--- config.mk ---
export PLATFORM = sky130hd
export DESIGN_NAME = decode_stage
export DESIGN_NICKNAME = d
export VERILOG_FILES = /design/src/rtl/decode_pkg.sv /design/src/rtl/decode_stage_logic.sv /design/src/rtl/decode_stage.sv
export SDC_FILE = /design/constraint.sdc
export NUM_CORES = 1
export LEC_CHECK = 0
export ABC_AREA = 1
export BUFFER_PORTS_ARGS = -buffer_cell sky130_fd_sc_hd__buf_2
export CAP_MARGIN = 20
export CORE_ASPECT_RATIO = 1.5
export CORE_MARGIN = 2
export CORE_UTILIZATION = 47
export CTS_CLUSTER_SIZE = 24
export DETAILED_ROUTE_END_ITERATION = 7
export HOLD_SLACK_MARGIN = 0.06
export PLACE_DENSITY_LB_ADDON = 0.05
export SYNTH_ARGS = -nofsm -noshare
export SYNTH_HDL_FRONTEND = slang
export SYNTH_HIERARCHICAL = 1
export SYNTH_SLANG_ARGS = --single-unit
--- constraint.sdc ---
create_clock -name clk -period 1.1 [get_ports clk]
set_input_delay 0.165 -clock clk [delete_from_list [all_inputs] [get_ports clk]]
set_output_delay 0.165 -clock clk [all_outputs]
set_load 0.005 [all_outputs]
--- src/rtl/decode_pkg.sv ---
// Shared types and instruction field positions for the decode stage.
package decode_pkg;

    typedef enum logic [3:0] {
        OP_CMP   = 4'd0,
        OP_J     = 4'd1,
        OP_VXOR  = 4'd2,
        OP_VXORI = 4'd3,
        OP_VLD   = 4'd4,
        OP_VSTR  = 4'd5,
        OP_VSR   = 4'd6,
        OP_VSL   = 4'd7,
        OP_VSWAP = 4'd8,
        OP_ADD   = 4'd9,
        OP_SUB   = 4'd10,
        OP_ADDI  = 4'd11,
        OP_SUBI  = 4'd12,
        OP_NOP   = 4'd13,
        OP_END   = 4'd14,
        OP_ILL   = 4'd15
    } opcode_e;

    typedef enum logic [1:0] {
        COND_EQ = 2'd0,
        COND_GT = 2'd1,
        COND_AL = 2'd2,
        COND_NE = 2'd3
    } cond_e;

    typedef enum logic [2:0] {
        ALU_XOR = 3'd0,
        ALU_SR  = 3'd1,
        ALU_SL  = 3'd2,
        ALU_ADD = 3'd3,
        ALU_SUB = 3'd4,
        ALU_CMP = 3'd5
    } alu_op_e;

    // Native field widths carried by the instruction word. The top widens
    // these to its parameterised output widths by zero-extension.
    localparam int INT_REG_BW = 4;
    localparam int VREG_BW    = 2;
    localparam int IMM_BW     = 5;
    localparam int ADDR_BW    = 10;
    localparam int SWAP_BW    = 3;

    // Field LSB positions within the 16-bit instruction.
    localparam int COND_LSB      = 14;
    localparam int CMP_SRC1_LSB  = 10;
    localparam int CMP_SRC2_LSB  = 6;
    localparam int JMP_ADDR_LSB  = 4;
    localparam int VA_SRC_LSB    = 11;
    localparam int VA_DST_LSB    = 9;
    localparam int VA_INT_LSB    = 5;
    localparam int VA_IMM_LSB    = 4;
    localparam int MEM_BASE_LSB  = 10;
    localparam int MEM_VREG_LSB  = 8;
    localparam int MEM_IMM_LSB   = 5;
    localparam int SWP_SRC_LSB   = 12;
    localparam int SWP_DST_LSB   = 10;
    localparam int SWP_ORG_LSB   = 7;
    localparam int SWP_BDST_LSB  = 4;
    localparam int INT_SRC1_LSB  = 12;
    localparam int INT_DST_LSB   = 8;
    localparam int INT_SRC2_LSB  = 4;

    typedef struct packed {
        logic [INT_REG_BW-1:0] intOper1;
        logic [INT_REG_BW-1:0] intOper2;
        logic [INT_REG_BW-1:0] intRegDest;
        logic [VREG_BW-1:0]    vOper1;
        logic [VREG_BW-1:0]    vRegDest;
        cond_e                 cond;
        alu_op_e               aluOp;
        logic                  enableAluInt;
        logic                  enableAluV;
        logic                  enableMem;
        logic                  enableJump;
        logic                  enableSwap;
        logic                  flagImm;
        logic                  flagMemRead;
        logic                  flagMemWrite;
        logic                  flagNop;
        logic                  flagEnd;
        logic [IMM_BW-1:0]     imm;
        logic [ADDR_BW-1:0]    jumpAddress;
        logic [SWAP_BW-1:0]    swapBitOrigin;
        logic [SWAP_BW-1:0]    swapBitDest;
        logic                  illegal;
    } uop_t;

endpackage

--- src/rtl/decode_stage_logic.sv ---
// Purely combinational instruction-to-micro-op decoder.
module decode_logic
    import decode_pkg::*;
(
    input  logic [15:0] instruction,
    output uop_t        uop
);

    // Start from an all-zero bundle so unused fields never carry stale data.
    always_comb begin
        uop = '0;
        case (opcode_e'(instruction[3:0]))
            OP_CMP: begin
                uop.intOper1     = instruction[CMP_SRC1_LSB +: 4];
                uop.intOper2     = instruction[CMP_SRC2_LSB +: 4];
                uop.cond         = COND_EQ;
                uop.aluOp        = ALU_CMP;
                uop.enableAluInt = 1'b1;
            end
            OP_J: begin
                uop.cond        = cond_e'(instruction[COND_LSB +: 2]);
                uop.jumpAddress = instruction[JMP_ADDR_LSB +: 10];
                uop.enableJump  = 1'b1;
            end
            OP_VXOR, OP_VSR, OP_VSL: begin
                uop.cond       = cond_e'(instruction[COND_LSB +: 2]);
                uop.vOper1     = instruction[VA_SRC_LSB +: 2];
                uop.vRegDest   = instruction[VA_DST_LSB +: 2];
                uop.intOper1   = instruction[VA_INT_LSB +: 4];
                uop.aluOp      = (instruction[3:0] == OP_VXOR) ? ALU_XOR :
                                 (instruction[3:0] == OP_VSR)  ? ALU_SR : ALU_SL;
                uop.enableAluV = 1'b1;
            end
            OP_VXORI: begin
                uop.cond       = cond_e'(instruction[COND_LSB +: 2]);
                uop.vOper1     = instruction[VA_SRC_LSB +: 2];
                uop.vRegDest   = instruction[VA_DST_LSB +: 2];
                uop.imm        = instruction[VA_IMM_LSB +: 5];
                uop.flagImm    = 1'b1;
                uop.aluOp      = ALU_XOR;
                uop.enableAluV = 1'b1;
            end
            OP_VLD, OP_VSTR: begin
                uop.cond     = cond_e'(instruction[COND_LSB +: 2]);
                uop.intOper1 = instruction[MEM_BASE_LSB +: 4];
                if (instruction[3:0] == OP_VLD) begin
                    uop.vRegDest    = instruction[MEM_VREG_LSB +: 2];
                    uop.flagMemRead = 1'b1;
                end else begin
                    uop.vOper1       = instruction[MEM_VREG_LSB +: 2];
                    uop.flagMemWrite = 1'b1;
                end
                uop.imm       = {2'b00, instruction[MEM_IMM_LSB +: 3]};
                uop.flagImm   = 1'b1;
                uop.enableMem = 1'b1;
            end
            OP_VSWAP: begin
                uop.cond          = cond_e'(instruction[COND_LSB +: 2]);
                uop.vOper1        = instruction[SWP_SRC_LSB +: 2];
                uop.vRegDest      = instruction[SWP_DST_LSB +: 2];
                uop.swapBitOrigin = instruction[SWP_ORG_LSB +: 3];
                uop.swapBitDest   = instruction[SWP_BDST_LSB +: 3];
                uop.enableSwap    = 1'b1;
            end
            OP_ADD, OP_SUB: begin
                uop.intOper1     = instruction[INT_SRC1_LSB +: 4];
                uop.intRegDest   = instruction[INT_DST_LSB +: 4];
                uop.intOper2     = instruction[INT_SRC2_LSB +: 4];
                uop.cond         = COND_AL;
                uop.aluOp        = (instruction[3:0] == OP_ADD) ? ALU_ADD : ALU_SUB;
                uop.enableAluInt = 1'b1;
            end
            OP_ADDI, OP_SUBI: begin
                uop.intOper1     = instruction[INT_SRC1_LSB +: 4];
                uop.intRegDest   = instruction[INT_DST_LSB +: 4];
                uop.imm          = {1'b0, instruction[INT_SRC2_LSB +: 4]};
                uop.flagImm      = 1'b1;
                uop.cond         = COND_AL;
                uop.aluOp        = (instruction[3:0] == OP_ADDI) ? ALU_ADD : ALU_SUB;
                uop.enableAluInt = 1'b1;
            end
            OP_NOP: uop.flagNop = 1'b1;
            OP_END: uop.flagEnd = 1'b1;
            default: begin
                uop.illegal = 1'b1;
                uop.flagNop = 1'b1;
            end
        endcase
    end

endmodule

--- src/rtl/decode_stage.sv ---
// Registered decode stage: handshake, flush, sticky halt, illegal counter.
//
// state   | meaning
// --------+-------------------------------------------------------------
// ST_RUN  | accepting instructions while the output slot allows
// ST_HALT | END accepted; no further accepts until reset
module decode_stage
    import decode_pkg::*;
#(
    parameter int INT_REG_W = 4,
    parameter int VREG_W    = 2,
    parameter int IMM_W     = 8,
    parameter int ADDR_W    = 10,
    parameter int SWAP_W    = 3,
    parameter int ILL_CNT_W = 8
) (
    input  logic                 clk,
    input  logic                 rst_n,
    input  logic                 in_valid,
    output logic                 in_ready,
    input  logic [15:0]          instruction,
    input  logic                 flush,
    output logic                 out_valid,
    input  logic                 out_ready,
    output logic [INT_REG_W-1:0] intOper1,
    output logic [INT_REG_W-1:0] intOper2,
    output logic [INT_REG_W-1:0] intRegDest,
    output logic [VREG_W-1:0]    vOper1,
    output logic [VREG_W-1:0]    vRegDest,
    output logic [1:0]           cond,
    output logic [2:0]           aluOpcode,
    output logic                 enableAluInt,
    output logic                 enableAluV,
    output logic                 enableMem,
    output logic                 enableJump,
    output logic                 enableSwap,
    output logic                 flagImm,
    output logic                 flagMemRead,
    output logic                 flagMemWrite,
    output logic                 flagNop,
    output logic                 flagEnd,
    output logic [IMM_W-1:0]     ImmOut,
    output logic [ADDR_W-1:0]    jumpAddress,
    output logic [SWAP_W-1:0]    swapBitOrigin,
    output logic [SWAP_W-1:0]    swapBitDest,
    output logic                 illegal,
    output logic                 halted,
    output logic [ILL_CNT_W-1:0] illCount
);

    if (INT_REG_W < INT_REG_BW) begin : g_chkIntReg
        $error("INT_REG_W must be at least 4");
    end
    if (VREG_W < VREG_BW) begin : g_chkVreg
        $error("VREG_W must be at least 2");
    end
    if (IMM_W < IMM_BW) begin : g_chkImm
        $error("IMM_W must be at least 5");
    end
    if (ADDR_W < ADDR_BW) begin : g_chkAddr
        $error("ADDR_W must be at least 10");
    end
    if (SWAP_W < SWAP_BW) begin : g_chkSwap
        $error("SWAP_W must be at least 3");
    end
    if (ILL_CNT_W < 1) begin : g_chkIll
        $error("ILL_CNT_W must be at least 1");
    end

    typedef enum logic {ST_RUN, ST_HALT} run_state_e;

    run_state_e           state, stateNext;
    uop_t                 uopNext, uopQ;
    logic                 outValidQ;
    logic [ILL_CNT_W-1:0] illCountQ;
    logic                 accept;

    decode_logic u_decodeLogic (
        .instruction (instruction),
        .uop         (uopNext)
    );

    assign halted   = (state == ST_HALT);
    // out_ready reaches in_ready combinationally so a consumed slot refills in the same cycle.
    assign in_ready = !halted && (!outValidQ || out_ready);
    assign accept   = in_valid && in_ready && !flush;

    // Run/halt state register.
    always_ff @(posedge clk) begin
        if (!rst_n) state <= ST_RUN;
        else        state <= stateNext;
    end

    // Halt is entered on the same edge that captures the END bundle.
    always_comb begin
        stateNext = state;
        case (state)
            ST_RUN:  if (accept && uopNext.flagEnd) stateNext = ST_HALT;
            ST_HALT: stateNext = ST_HALT;
            default: stateNext = ST_RUN;
        endcase
    end

    // Output slot, valid flag and saturating illegal counter.
    always_ff @(posedge clk) begin
        if (!rst_n) begin
            outValidQ <= 1'b0;
            uopQ      <= '0;
            illCountQ <= '0;
        end else if (flush) begin
            outValidQ <= 1'b0;
        end else if (accept) begin
            uopQ      <= uopNext;
            outValidQ <= 1'b1;
            if (uopNext.illegal && (illCountQ != '1))
                illCountQ <= illCountQ + ILL_CNT_W'(1);
        end else if (out_ready) begin
            outValidQ <= 1'b0;
        end
    end

    assign out_valid     = outValidQ;
    assign illCount      = illCountQ;
    assign intOper1      = INT_REG_W'(uopQ.intOper1);
    assign intOper2      = INT_REG_W'(uopQ.intOper2);
    assign intRegDest    = INT_REG_W'(uopQ.intRegDest);
    assign vOper1        = VREG_W'(uopQ.vOper1);
    assign vRegDest      = VREG_W'(uopQ.vRegDest);
    assign cond          = uopQ.cond;
    assign aluOpcode     = uopQ.aluOp;
    assign enableAluInt  = uopQ.enableAluInt;
    assign enableAluV    = uopQ.enableAluV;
    assign enableMem     = uopQ.enableMem;
    assign enableJump    = uopQ.enableJump;
    assign enableSwap    = uopQ.enableSwap;
    assign flagImm       = uopQ.flagImm;
    assign flagMemRead   = uopQ.flagMemRead;
    assign flagMemWrite  = uopQ.flagMemWrite;
    assign flagNop       = uopQ.flagNop;
    assign flagEnd       = uopQ.flagEnd;
    assign ImmOut        = IMM_W'(uopQ.imm);
    assign jumpAddress   = ADDR_W'(uopQ.jumpAddress);
    assign swapBitOrigin = SWAP_W'(uopQ.swapBitOrigin);
    assign swapBitDest   = SWAP_W'(uopQ.swapBitDest);
    assign illegal       = uopQ.illegal;

endmodule

; Word level (Yosys, flattened, before mapping)
; Index checks and enable logic that the tools add are counted.
[totals]
mem_count = 0
output_inout_bits = 67
mem_bits_rw = 0
latch_bits = 0
mem_bits_ro = 0
inputBits = 21
elab_cells = 101
regBits = 63
[classes]
n_mul = 0
order_cmp = 0
n_addsub = 1
bitwise = 3
n_shift = 0
div = 0
mux = 31
eq_ne = 15
n_reduce_logical = 26
[ops]
columns = operator, n
row1 = "equality test 4 bit, second input constant", 7
row2 = one-hot mux 4 bit (3 select lines), 2
row3 = "equality test 4 x 3 -> 1 bit, second input constant", 4
row4 = one-hot mux 5 bit (3 select lines), 1
row5 = OR reduction 15 bit, 1
row6 = 2-to-1 mux 1 bit, 14
row7 = OR reduction 14 bit, 1
row8 = one-hot mux 3 bit (4 select lines), 1
row9 = 2-to-1 mux 10 bit, 1
row10 = OR reduction 5 bit, 2
row11 = 2-to-1 mux 3 bit, 3
row12 = "adder 8 x 1 -> 8 bit, second input constant", 1
row13 = "equality test 4 x 2 -> 1 bit, second input constant", 2
row14 = 2-to-1 mux 2 bit, 4
row15 = "!= test 8 bit, second input constant", 1
row16 = one-hot mux 4 bit (2 select lines), 1
row17 = OR reduction 2 bit, 4
row18 = OR reduction 4 bit, 2
row19 = OR reduction 8 bit, 1
row20 = 2-to-1 mux 6 bit, 1
row21 = OR reduction 3 bit, 2
row22 = logical AND 1 bit, 5
row23 = "equality test 4 x 1 -> 1 bit, second input constant", 1
row24 = zero test 4 bit, 1
row25 = 9 further kinds, 13

; Longest topological paths before layout
; Gate-level depths: netlist of the first run.
[depth]
depth_word = 8
depth_mapped = 10
ltp_nobuf = 10

; Cells and area by module
; Netlist of the first run, hierarchy kept.
[by_module_without_submodules]
columns = mod, n_inst, cells_each, area_each_um2, seq_area_each_um2
row1 = decode_stage, 1, 319, 2461.1, 1261.2
row2 = decode_logic, 1, 145, 605.6, 0.0

; Worst setup path before layout of the first run
; No wires, ideal clock.
[synth_path]
path_type = reg-to-reg
start = register illCountQ[0], in the netlist illCount[0]
end = register illCountQ[5], in the netlist illCount[5]
t_required_ns = 0.985
path_buffers = 0
path_slack_ns = -0.158
arrival_ns = 1.143
setup_time_ns = 0.115
path_stages_with_launch = 9
period_less_slack_ns = 1.258
path_cell_list = dfxtp_1 -> ha_1 -> nand2_2 -> nor2_4 -> nand2_2 -> nand2_1 -> inv_1 -> a21oi_1 -> nor2_1
[synth_via]
elab_chain_cells = 3
elab_cells_between_ends = 4
classes_between = add/sub: 1 / eq/ne: 1 / reduce/logical: 2
[synth_rtl]
columns = element, line_no
row1 = "start, declared", decode_stage.sv:75  ; logic [ILL_CNT_W-1:0] illCountQ;
row2 = "start signal, assigned", decode_stage.sv:116  ; illCountQ <= illCountQ + ILL_CNT_W'(1);
row3 = branches (longest 3 deep; another with adder 8 x 1 -> 8 bit), -
; Several ways; the timed one is not identified.
; A chain may end at the register's enable or synchronous reset.

; Worst setup path in the final report of the first run
[layout_path]
start = register outValidQ, in the netlist out_valid
end = register uopQ, in the netlist jumpAddress[6]
[layout_via]
elab_chain_cells = 6
[layout_rtl]
columns = element, line_no
row1 = "start, declared", decode_stage.sv:74  ; logic outValidQ;
row2 = "start signal, assigned", decode_stage.sv:107  ; outValidQ <= 1'b0;
row3 = "start signal, assigned", decode_stage.sv:111  ; outValidQ <= 1'b0;
row4 = "start signal, assigned", decode_stage.sv:114  ; outValidQ <= 1'b1;
row5 = zero test 1 bit, decode_stage.sv:85  ; assign in_ready = !halted && (!outValidQ || out_ready);
row6 = logical OR 1 bit, decode_stage.sv:85
row7 = logical AND 1 bit, decode_stage.sv:85
row8 = logical AND 1 bit (2 in series), decode_stage.sv:86  ; assign accept = in_valid && in_ready && !flush;
row9 = AND reduction 2 bit (no source line), -
row10 = "end signal, assigned", decode_stage.sv:113  ; uopQ <= uopNext;
row11 = "end, declared", decode_stage.sv:73  ; uop_t uopNext, uopQ;
; No other way between the ends.

==> metrics.md, run 1 <==
| Metric | Value |
|---|---|
| Mapped Area | 0.00307 sq mm |
| Pin count of the biggest net entering global routing | 39 |
| Final #Nets | 617 |
| Register-to-register path setup slack | -0.14 ns |
| Final weighted congestion of routability-driven global placement | 0.911 |
| First-pass GRT wire length | 13800 um |
| WL per Instance | 14.0 um |
| Boundary pin count | 88 |
| Final worst path period need | 1.24 ns |
| Area share of the largest cell type after synthesis | 41.1% |
| Switching power | 1.52 mW |
| Met2 usage in global routing | 44.8% |
| Final cycle utilization of the critical path | 113% |
| Slew Limit Fails | 0 |
| Mapped Avg Cell Area | 6.61 sq um |
| Dominant synthesized flop cell | sky130_fd_sc_hd__dfxtp_1 |
| Number of remaining DRC errors | 0 |
| Initial core utilization | 47.9% |
| Hold buffers post-CTS | 0 |
| Worst clock skew on the final layout | 0.00586 ns |
| Hold Fails Final Rpt | 0 |
| CP most frequent cell | sky130_fd_sc_hd__nor2_1 |
| Die outline area | 0.00720 sq mm |
| Total number of vias | 3331 |
| Distinct cell type count after synthesis | 27 |
| Worst endpoint data arrival time | 1.49 ns |
| Hold slack final | 0.0835 ns |
| HPWL after DPL | 6460 um |
| Part of the total power dissipated in the clock network | 38.1% |
| Worst setup margin | -0.143 ns |
| Max Fclk | 0.805 GHz |
| TritonCTS clock tree | yes |
| Share of total power in combinational logic | 17.6% |
| Clock buffer count from CTS | 9 |
| Clock root cell | sky130_fd_sc_hd__clkbuf_8 |
| Worst-path cell with the longest stage delay | sky130_fd_sc_hd__dfxtp_2 |
| Busiest layer in global routing | met2 |
| Post-synthesis sequential area ratio | 41.1% |
| Endpoints failing setup | 61 |
| Horiz. Die Dim | 70.0 um |
| Number of antenna violations at the first check in global routing | 0 |
| Number of storage elements in the synthesis netlist | 63 |
| Share of flip-flops with an asynchronous set or reset | 0% |
| Standard-cell rows | 36 |
| Worst EP required | 1.34 ns |
| Unrepaired setup endpoints after global routing | true |
| Cell count after synthesis | 464 |
| Kind of capture point of the worst setup path | register |
| Maximum capacitance violations | 0 |
| Library cell with the largest summed area after synthesis | sky130_fd_sc_hd__dfxtp_1 |
| Global-route track usage on met3 | 5.08% |
| Switching portion of total power | 26.9% |
| Post-synth EDFFs | 0 |
| Result of the run | finished, violations left |
| Overall global routing resource usage | 24.6% |
| Number of buffers between clock root and the deepest sink | 2 |
| Tightest Hold Check Type | in2reg |
| Number of detailed-route iterations in the first pass | 6 |
| Top cells by area, synth | sky130_fd_sc_hd__dfxtp_1 (41%), sky130_fd_sc_hd__nor2_1 (18%), sky130_fd_sc_hd__nand2_1 (11%) |
| Yosys synthesis warning count | 6 |
| Internal power of the cells | 4.13 mW |
| Area inside the core boundary | 0.00640 sq mm |
| Max H-tree Level | 3 |
| DRT iter0 DRCs | 133 |
| Share of the core filled with cells in the final layout | 70.2% |
| CP Class | reg2reg |
| Peak VDD IR | 0.00114 V |
| Final wirelength | 9440 um |
| Total power | 5.65 mW |
| Diode insertion count for antenna repair | 0 |
| Die H | 103 um |
| Largest fanout on the critical path | 10 |
| Layout area overhead | 46.5% |
| Remaining antenna violation count | 0 |
| Library cell with the highest instance count after synthesis | sky130_fd_sc_hd__nor2_1 |
| Critical path, cell by cell | nand2_4 > buf_6 > nand3_4 > clkinv_8 > clkbuf_16 > nor2_1 > nor2_1 |
| Slowest stage delay, CP | 0.35 ns |
| Clock transition at the registers of the reported paths | 0.07 ns |
| Clock latency on the worst-skew pair | 0.35 ns |
| Vias in the first global route | 3040 |
| Global-route met1 utilization | 27.4% |
| Violations in the final reports | setup timing |
| Port Buffers | 84 |
| Proportion of layout cells with a drive suffix above 1 | 39.7% |
| Startpoint type of the worst setup path | register |
| Clock sink total | 63 |
| Post-detailed-route via-to-cell ratio | 4.93 |
| Static leakage | 2.31 nW |
| GR Overflow Total | 0 |
| Fraction of power consumed by sequential logic | 44.2% |
| Total power per unit cell area | 1260 mW/mm^2 |
| Most numerous cell types in the synthesized netlist | sky130_fd_sc_hd__nor2_1 (143), sky130_fd_sc_hd__nand2_1 (86), sky130_fd_sc_hd__dfxtp_1 (63), sky130_fd_sc_hd__inv_1 (42), sky130_fd_sc_hd__o21ai_0 (41) |
| Total negative slack | -5.44 ns |
registers in the layout (all words and copies together) (netlist names), 3 cells and up:
name	cells
intOper1	4
jumpAddress	10
intRegDest	4
illCount	8
aluOpcode	3
intOper2	4
swapBitDest	3
swapBitOrigin	3
ImmOut	5
area by class of cell:
type	count	area (sq um)
Sequential cell	63	1280
Timing Repair Buffer	138	1000
Multi-Input combinational cell	337	1720
Tap cell	76	95.1
Fill cell	578	1900
Inverter	46	188
Clock buffer	12	135
Clock inverter	4	70.1
metal layers:
layer  share of wire [%]  vias to the layer above
met1                  41                     1527
met5                   0                        -
met4                 2.9                        0
met3                 4.7                       19
met2                  52                       91
li1                    -                     1694
placed cells by master (no fill, tap or decap), types with 2 or more instances in the layout:
cell	Yosys	routed
sky130_fd_sc_hd__nand2_2	6	6
sky130_fd_sc_hd__buf_6	6	15
sky130_fd_sc_hd__nor2_4	3	12
sky130_fd_sc_hd__clkbuf_16	0	3
sky130_fd_sc_hd__dfxtp_1	63	53
sky130_fd_sc_hd__o21ai_0	41	18
sky130_fd_sc_hd__o21ai_2	1	3
sky130_fd_sc_hd__nand3_1	14	13
sky130_fd_sc_hd__bufinv_16	0	2
sky130_fd_sc_hd__a21oi_1	8	6
sky130_fd_sc_hd__clkinv_2	0	2
sky130_fd_sc_hd__nor2_1	143	102
sky130_fd_sc_hd__clkbuf_8	0	9
sky130_fd_sc_hd__a21oi_2	0	2
sky130_fd_sc_hd__nor2_2	1	33
sky130_fd_sc_hd__inv_2	4	5
sky130_fd_sc_hd__inv_1	42	39
sky130_fd_sc_hd__nand3_2	3	3
sky130_fd_sc_hd__conb_1	1	3
sky130_fd_sc_hd__nand2_4	1	5
sky130_fd_sc_hd__buf_2	2	79
sky130_fd_sc_hd__nand2_1	86	82
sky130_fd_sc_hd__xnor2_1	2	2
sky130_fd_sc_hd__buf_4	8	36
sky130_fd_sc_hd__buf_12	0	4
sky130_fd_sc_hd__o21ai_1	19	40
sky130_fd_sc_hd__dfxtp_2	0	9
sky130_fd_sc_hd__clkbuf_1	4	3
sky130_fd_sc_hd__nand3_4	0	2
logic make-up after synthesis:
family / Yosys count / share of synthesized area [%]
simple gates: 259 / 35.0
compound gates: 71 / 12.0
buf+inv: 67 / 10.7
flops: 63 / 41.1
xor+xnor: 2 / 0.571
fa+ha+maj: 1 / 0.408
other cells: 1 / 0.122
worst max-delay path, delay by kind of cell, from the launching register on:
kind / cells / cell delay (ns)
buffers and inverters: 3 / 0.41
and+or+nand+nor: 4 / 0.37
DFF: 1 / 0.35
power groups by stage:
stage                     clock, mW  combinational, mW  sequential [mW]
final                          2.15              0.996             2.50
after detailed placement          0              0.845             2.52
after floorplan                   0              0.460             2.54
after CTS                      2.21              0.861             2.47
after global placement            0              0.839             2.52
after global routing           2.29               1.11             2.51
metrics by stage:
stage          instances  cell area [sq um]  setup slack, ns
2_1_floorplan        466               3100          -0.0504
3_3_place_gp         652               3860           -0.259
3_5_place_dp         652               3860           -0.243
4_1_cts              670               4120           -0.136
5_1_grt              676               4490           -0.208
6_report             676               4490           -0.143
repair_timing:
| action | CTS | global route |
|---|---|---|
| setup endpoints to repair | 64 | 69 |
| cloned | 0 | 4 |
| setup buffers | 3 | 2 |
| resized for setup | 33 | 88 |
| hold endpoints to repair | 0 | 0 |
| pin swaps | 15 | 6 |
path summary, 6_finish.rpt:
check | start | endpoint | depth (start not counted)
max reg2reg | out_valid | jumpAddress[6] | 7
max | out_valid | jumpAddress[6] | 7
min | flush | out_valid | 3
min reg2reg | illegal | illegal | 2
Note: power is estimated with default switching activity, not from simulation.
==> run 2: changes to the inputs <==
Settings changed: ABC_AREA 1 to default, CORE_UTILIZATION 47 to 51, SYNTH_HIERARCHICAL 1 to default.
Clock period 1.1 ns to 1.4 ns, I/O delays scaled along.
==> run 2 against run 1 <==
- non-clock buffer count up 8
- wire length up 2.7%
- via count decreased by 5.3%
- power decreased by 31%
- the flow still finishes with violations (setup timing)
- sequential share of layout area up 0.19 points
- synthesized area fell by 6.5%
- combinational power decreased by 36%
- final cell count is 21% lower
- worst setup slack lost 0.38 ns
==> metrics.md, run 2 <==
| Metric | Value |
|---|---|
| Result of the run | finished, violations left |
| Violations in the final reports | setup timing |
| Initial core utilization | 52.6% (+4.7 points) |
| Library cell with the largest summed area after synthesis | sky130_fd_sc_hd__dfxtp_1 |
| Die H | 95.8 um (-6.9%) |
| Clock transition at the registers of the reported paths | 0.07 ns (about the same) |
| Diode insertion count for antenna repair | 0 (unchanged) |
| Final wirelength | 9700 um (+2.7%) |
| Post-synth EDFFs | 0 (unchanged) |
| TritonCTS clock tree | yes |
| Yosys synthesis warning count | 0 (-6) |
| Cell count after synthesis | 331 (-29%) |
| Max H-tree Level | 3 (unchanged) |
| Clock sink total | 63 (unchanged) |
| Largest register FFs | 10 (unchanged) |
| First-pass GRT wire length | 13900 um (+0.80%) |
| Post-detailed-route via-to-cell ratio | 5.90 (+20%) |
| Area inside the core boundary | 0.00545 sq mm (-15%) |
| Final weighted congestion of routability-driven global placement | 0.827 (-9.1%) |
| Startpoint type of the worst setup path | register |
| Share of the core filled with cells in the final layout | 81.1% (+11 points) |
| Endpoints failing setup | 62 (+1.6%) |
| Library cell with the highest instance count after synthesis | sky130_fd_sc_hd__dfxtp_1 |
| Area share of the largest cell type after synthesis | 44.0% (+2.9 points) |
| Pin count of the biggest net entering global routing | 32 (-18%) |
| Layout area overhead | 54.1% |
| Cell Count, Final, Fillers Out | 535 (-21%) |
| Final #Nets | 482 (-22%) |
| Clock root cell | sky130_fd_sc_hd__clkbuf_8 |
| Peak VDD IR | 0.000910 V (-20%) |
| Boundary pin count | 88 (unchanged) |
| Dominant synthesized flop cell | sky130_fd_sc_hd__dfxtp_1 |
| Worst clock skew on the final layout | 0.00346 ns (-0.00240 ns) |
| Number of buffers between clock root and the deepest sink | 2 (unchanged) |
| Top cells by area, synth | sky130_fd_sc_hd__dfxtp_1 (44%), sky130_fd_sc_hd__a21boi_0 (6.5%), sky130_fd_sc_hd__nand2_1 (4.6%) |
| GR Overflow Total | 0 (unchanged) |
| Top library cells by usage in the layout, fill and taps aside | sky130_fd_sc_hd__buf_2 (84), sky130_fd_sc_hd__dfxtp_1 (61), sky130_fd_sc_hd__buf_4 (40), sky130_fd_sc_hd__nand2_1 (33), sky130_fd_sc_hd__a21boi_1 (24) |
| Static leakage | 1.86 nW (-20%) |
| Number of remaining DRC errors | 0 (unchanged) |
| Overall global routing resource usage | 29.7% (+5.1 points) |
| Clock buffer count from CTS | 9 (unchanged) |
| Largest fanout on the critical path | 6 (-4) |
| Die outline area | 0.00625 sq mm (-13%) |
| Port Buffers | 84 (unchanged) |
| Proportion of layout cells with a drive suffix above 1 | 45.8% (+6.1 points) |
| Hold Fails Final Rpt | 0 (unchanged) |
| Total power per unit cell area | 887 mW/mm^2 (-29%) |
| Worst setup margin | -0.519 ns (-0.376 ns) |
| Slew Limit Fails | 0 (unchanged) |
| Max Fclk | 0.521 GHz (-35%) |
| Share of flip-flops with an asynchronous set or reset | 0% (unchanged) |
| DRT iter0 DRCs | 140 (+5.3%) |
| Number of antenna violations at the first check in global routing | 0 (unchanged) |
| Maximum capacitance violations | 0 (unchanged) |
| Horiz. Die Dim | 65.2 um (-6.8%) |
| Unrepaired setup endpoints after global routing | true |
| Standard-cell rows | 33 (-8.3%) |
| Final worst path period need | 1.92 ns (+0.676 ns) |
| Mapped Avg Cell Area | 8.66 sq um (+31%) |
| Total number of vias | 3155 (-5.3%) |
| Mapped Area | 0.00287 sq mm (-6.5%) |
| HPWL after DPL | 5550 um (-14%) |
| Hold slack final | 0.123 ns (+0.0394 ns) |
| Number of detailed-route iterations in the first pass | 5 (-1) |
| Number of storage elements in the synthesis netlist | 63 (unchanged) |
| Distinct cell type count after synthesis | 49 (+81%) |
| CP Class | reg2reg |
| Placed cell count | 500 (-23%) |
| Final cycle utilization of the critical path | 137% (+24 points) |
| Most numerous cell types in the synthesized netlist | sky130_fd_sc_hd__dfxtp_1 (63), sky130_fd_sc_hd__nand2_1 (35), sky130_fd_sc_hd__a21boi_0 (25), sky130_fd_sc_hd__clkbuf_1 (24), sky130_fd_sc_hd__nand3_1 (23) |
| Post-synthesis sequential area ratio | 44.0% (+2.9 points) |
| Tightest Hold Check Type | in2reg |
| Worst endpoint data arrival time | 2.13 ns (+0.64 ns) |
| Most common cell after layout, fill and taps aside | sky130_fd_sc_hd__buf_2 |
| Kind of capture point of the worst setup path | register |
| WL per Instance | 18.1 um (+30%) |
| Worst EP required | 1.61 ns (+0.27 ns) |
| Clock latency on the worst-skew pair | 0.34 ns (about the same) |
| Vias in the first global route | 2847 (-6.3%) |
| Remaining antenna violation count | 0 (unchanged) |
[run 2: changes by cell type after synthesis, moves of 9 or more]
cell / change
sky130_fd_sc_hd__nor2_1: -131
sky130_fd_sc_hd__nand2_1: -51
sky130_fd_sc_hd__inv_1: -40
sky130_fd_sc_hd__o21ai_0: -29
sky130_fd_sc_hd__a21boi_0: +25
sky130_fd_sc_hd__clkbuf_1: +20
sky130_fd_sc_hd__nor2b_1: +20
sky130_fd_sc_hd__o21ai_1: -19
sky130_fd_sc_hd__a22oi_1: +16
sky130_fd_sc_hd__nand3_1: +9
[run 2: final cells by class]
cell class,count,area [sq um]
sequential,63,1260
clock buffer,13,159
multi-input combinational,238,1810
fill,376,1030
tap,70,87.6
timing repair buffer,146,1070
inverter,2,7.51
clock inverter,3,17.5
[run 2: through the flow]
stage	setup TNS, ns	cell area [sq um]	setup slack, ns	power (mW)
floorplan	-3.20	2890	-0.328	2.12
global placement	-14.74	3620	-0.489	2.32
detailed placement	-12.64	3620	-0.534	2.33
CTS	-12.40	4210	-0.364	3.87
global route	-18.31	4420	-0.540	4.05
finish	-14.87	4420	-0.519	3.92
[run 2: per-layer routing]
metal	vias to the layer above	part of all wire, %	global-route usage, %
li1	1469	-	-
met1	1534	38	33.4
met2	130	54	53.7
met3	22	5.7	6.78
met4	0	2.7	11.6
met5	-	0	0
[run 2: what timing repair did]
action                     CTS  global route
buffers inserted            10             6
setup endpoints to repair   61            63
hold buffers                 0             0
resized for setup           71            50
gates cloned                 7             0
pin swaps                   28            24
[run 2: worst paths after layout]
check / startpoint / endpoint / slack (ns) / depth (start not counted)
min: instruction[14] / intOper1[2] / 0.12 / 2
min reg2reg: flagEnd / flagEnd / 0.45 / 2
max reg2reg: halted / illCount[1] / -0.52 / 6
max: halted / illCount[1] / -0.52 / 6
[run 2: cell families (layout without fill, tap and decap cells)]
| family | count (synthesis) | count (layout) | synth area share [%] |
|---|---|---|---|
| other | 1 | 3 | 0.131 |
| adders and majority gates | 1 | 1 | 0.436 |
| xor gates and xnor gates | 1 | 1 | 0.305 |
| DFF | 63 | 63 | 44.0 |
| and+or+nand+nor | 131 | 133 | 24.3 |
| muxes | 6 | 6 | 2.09 |
| AOI/OAI and AO/OA | 94 | 94 | 23.8 |
| buffers and inverters | 34 | 164 | 4.93 |
[run 2: critical path, cell delays in order, from the launching register on]
cell                       delay (ns)
sky130_fd_sc_hd__dfxtp_2         0.32
sky130_fd_sc_hd__or3b_4          0.39
sky130_fd_sc_hd__or3_4           0.38
sky130_fd_sc_hd__buf_6           0.14
sky130_fd_sc_hd__buf_6           0.12
sky130_fd_sc_hd__o211ai_1        0.29
sky130_fd_sc_hd__o31ai_1         0.15
[run 2: where the power goes]
group          internal, mW  switching (mW)  total [mW]
clock network         0.734           0.696        1.43
logic                 0.309           0.331       0.640
registers              1.83          0.0203        1.85
total                  2.87            1.05        3.92
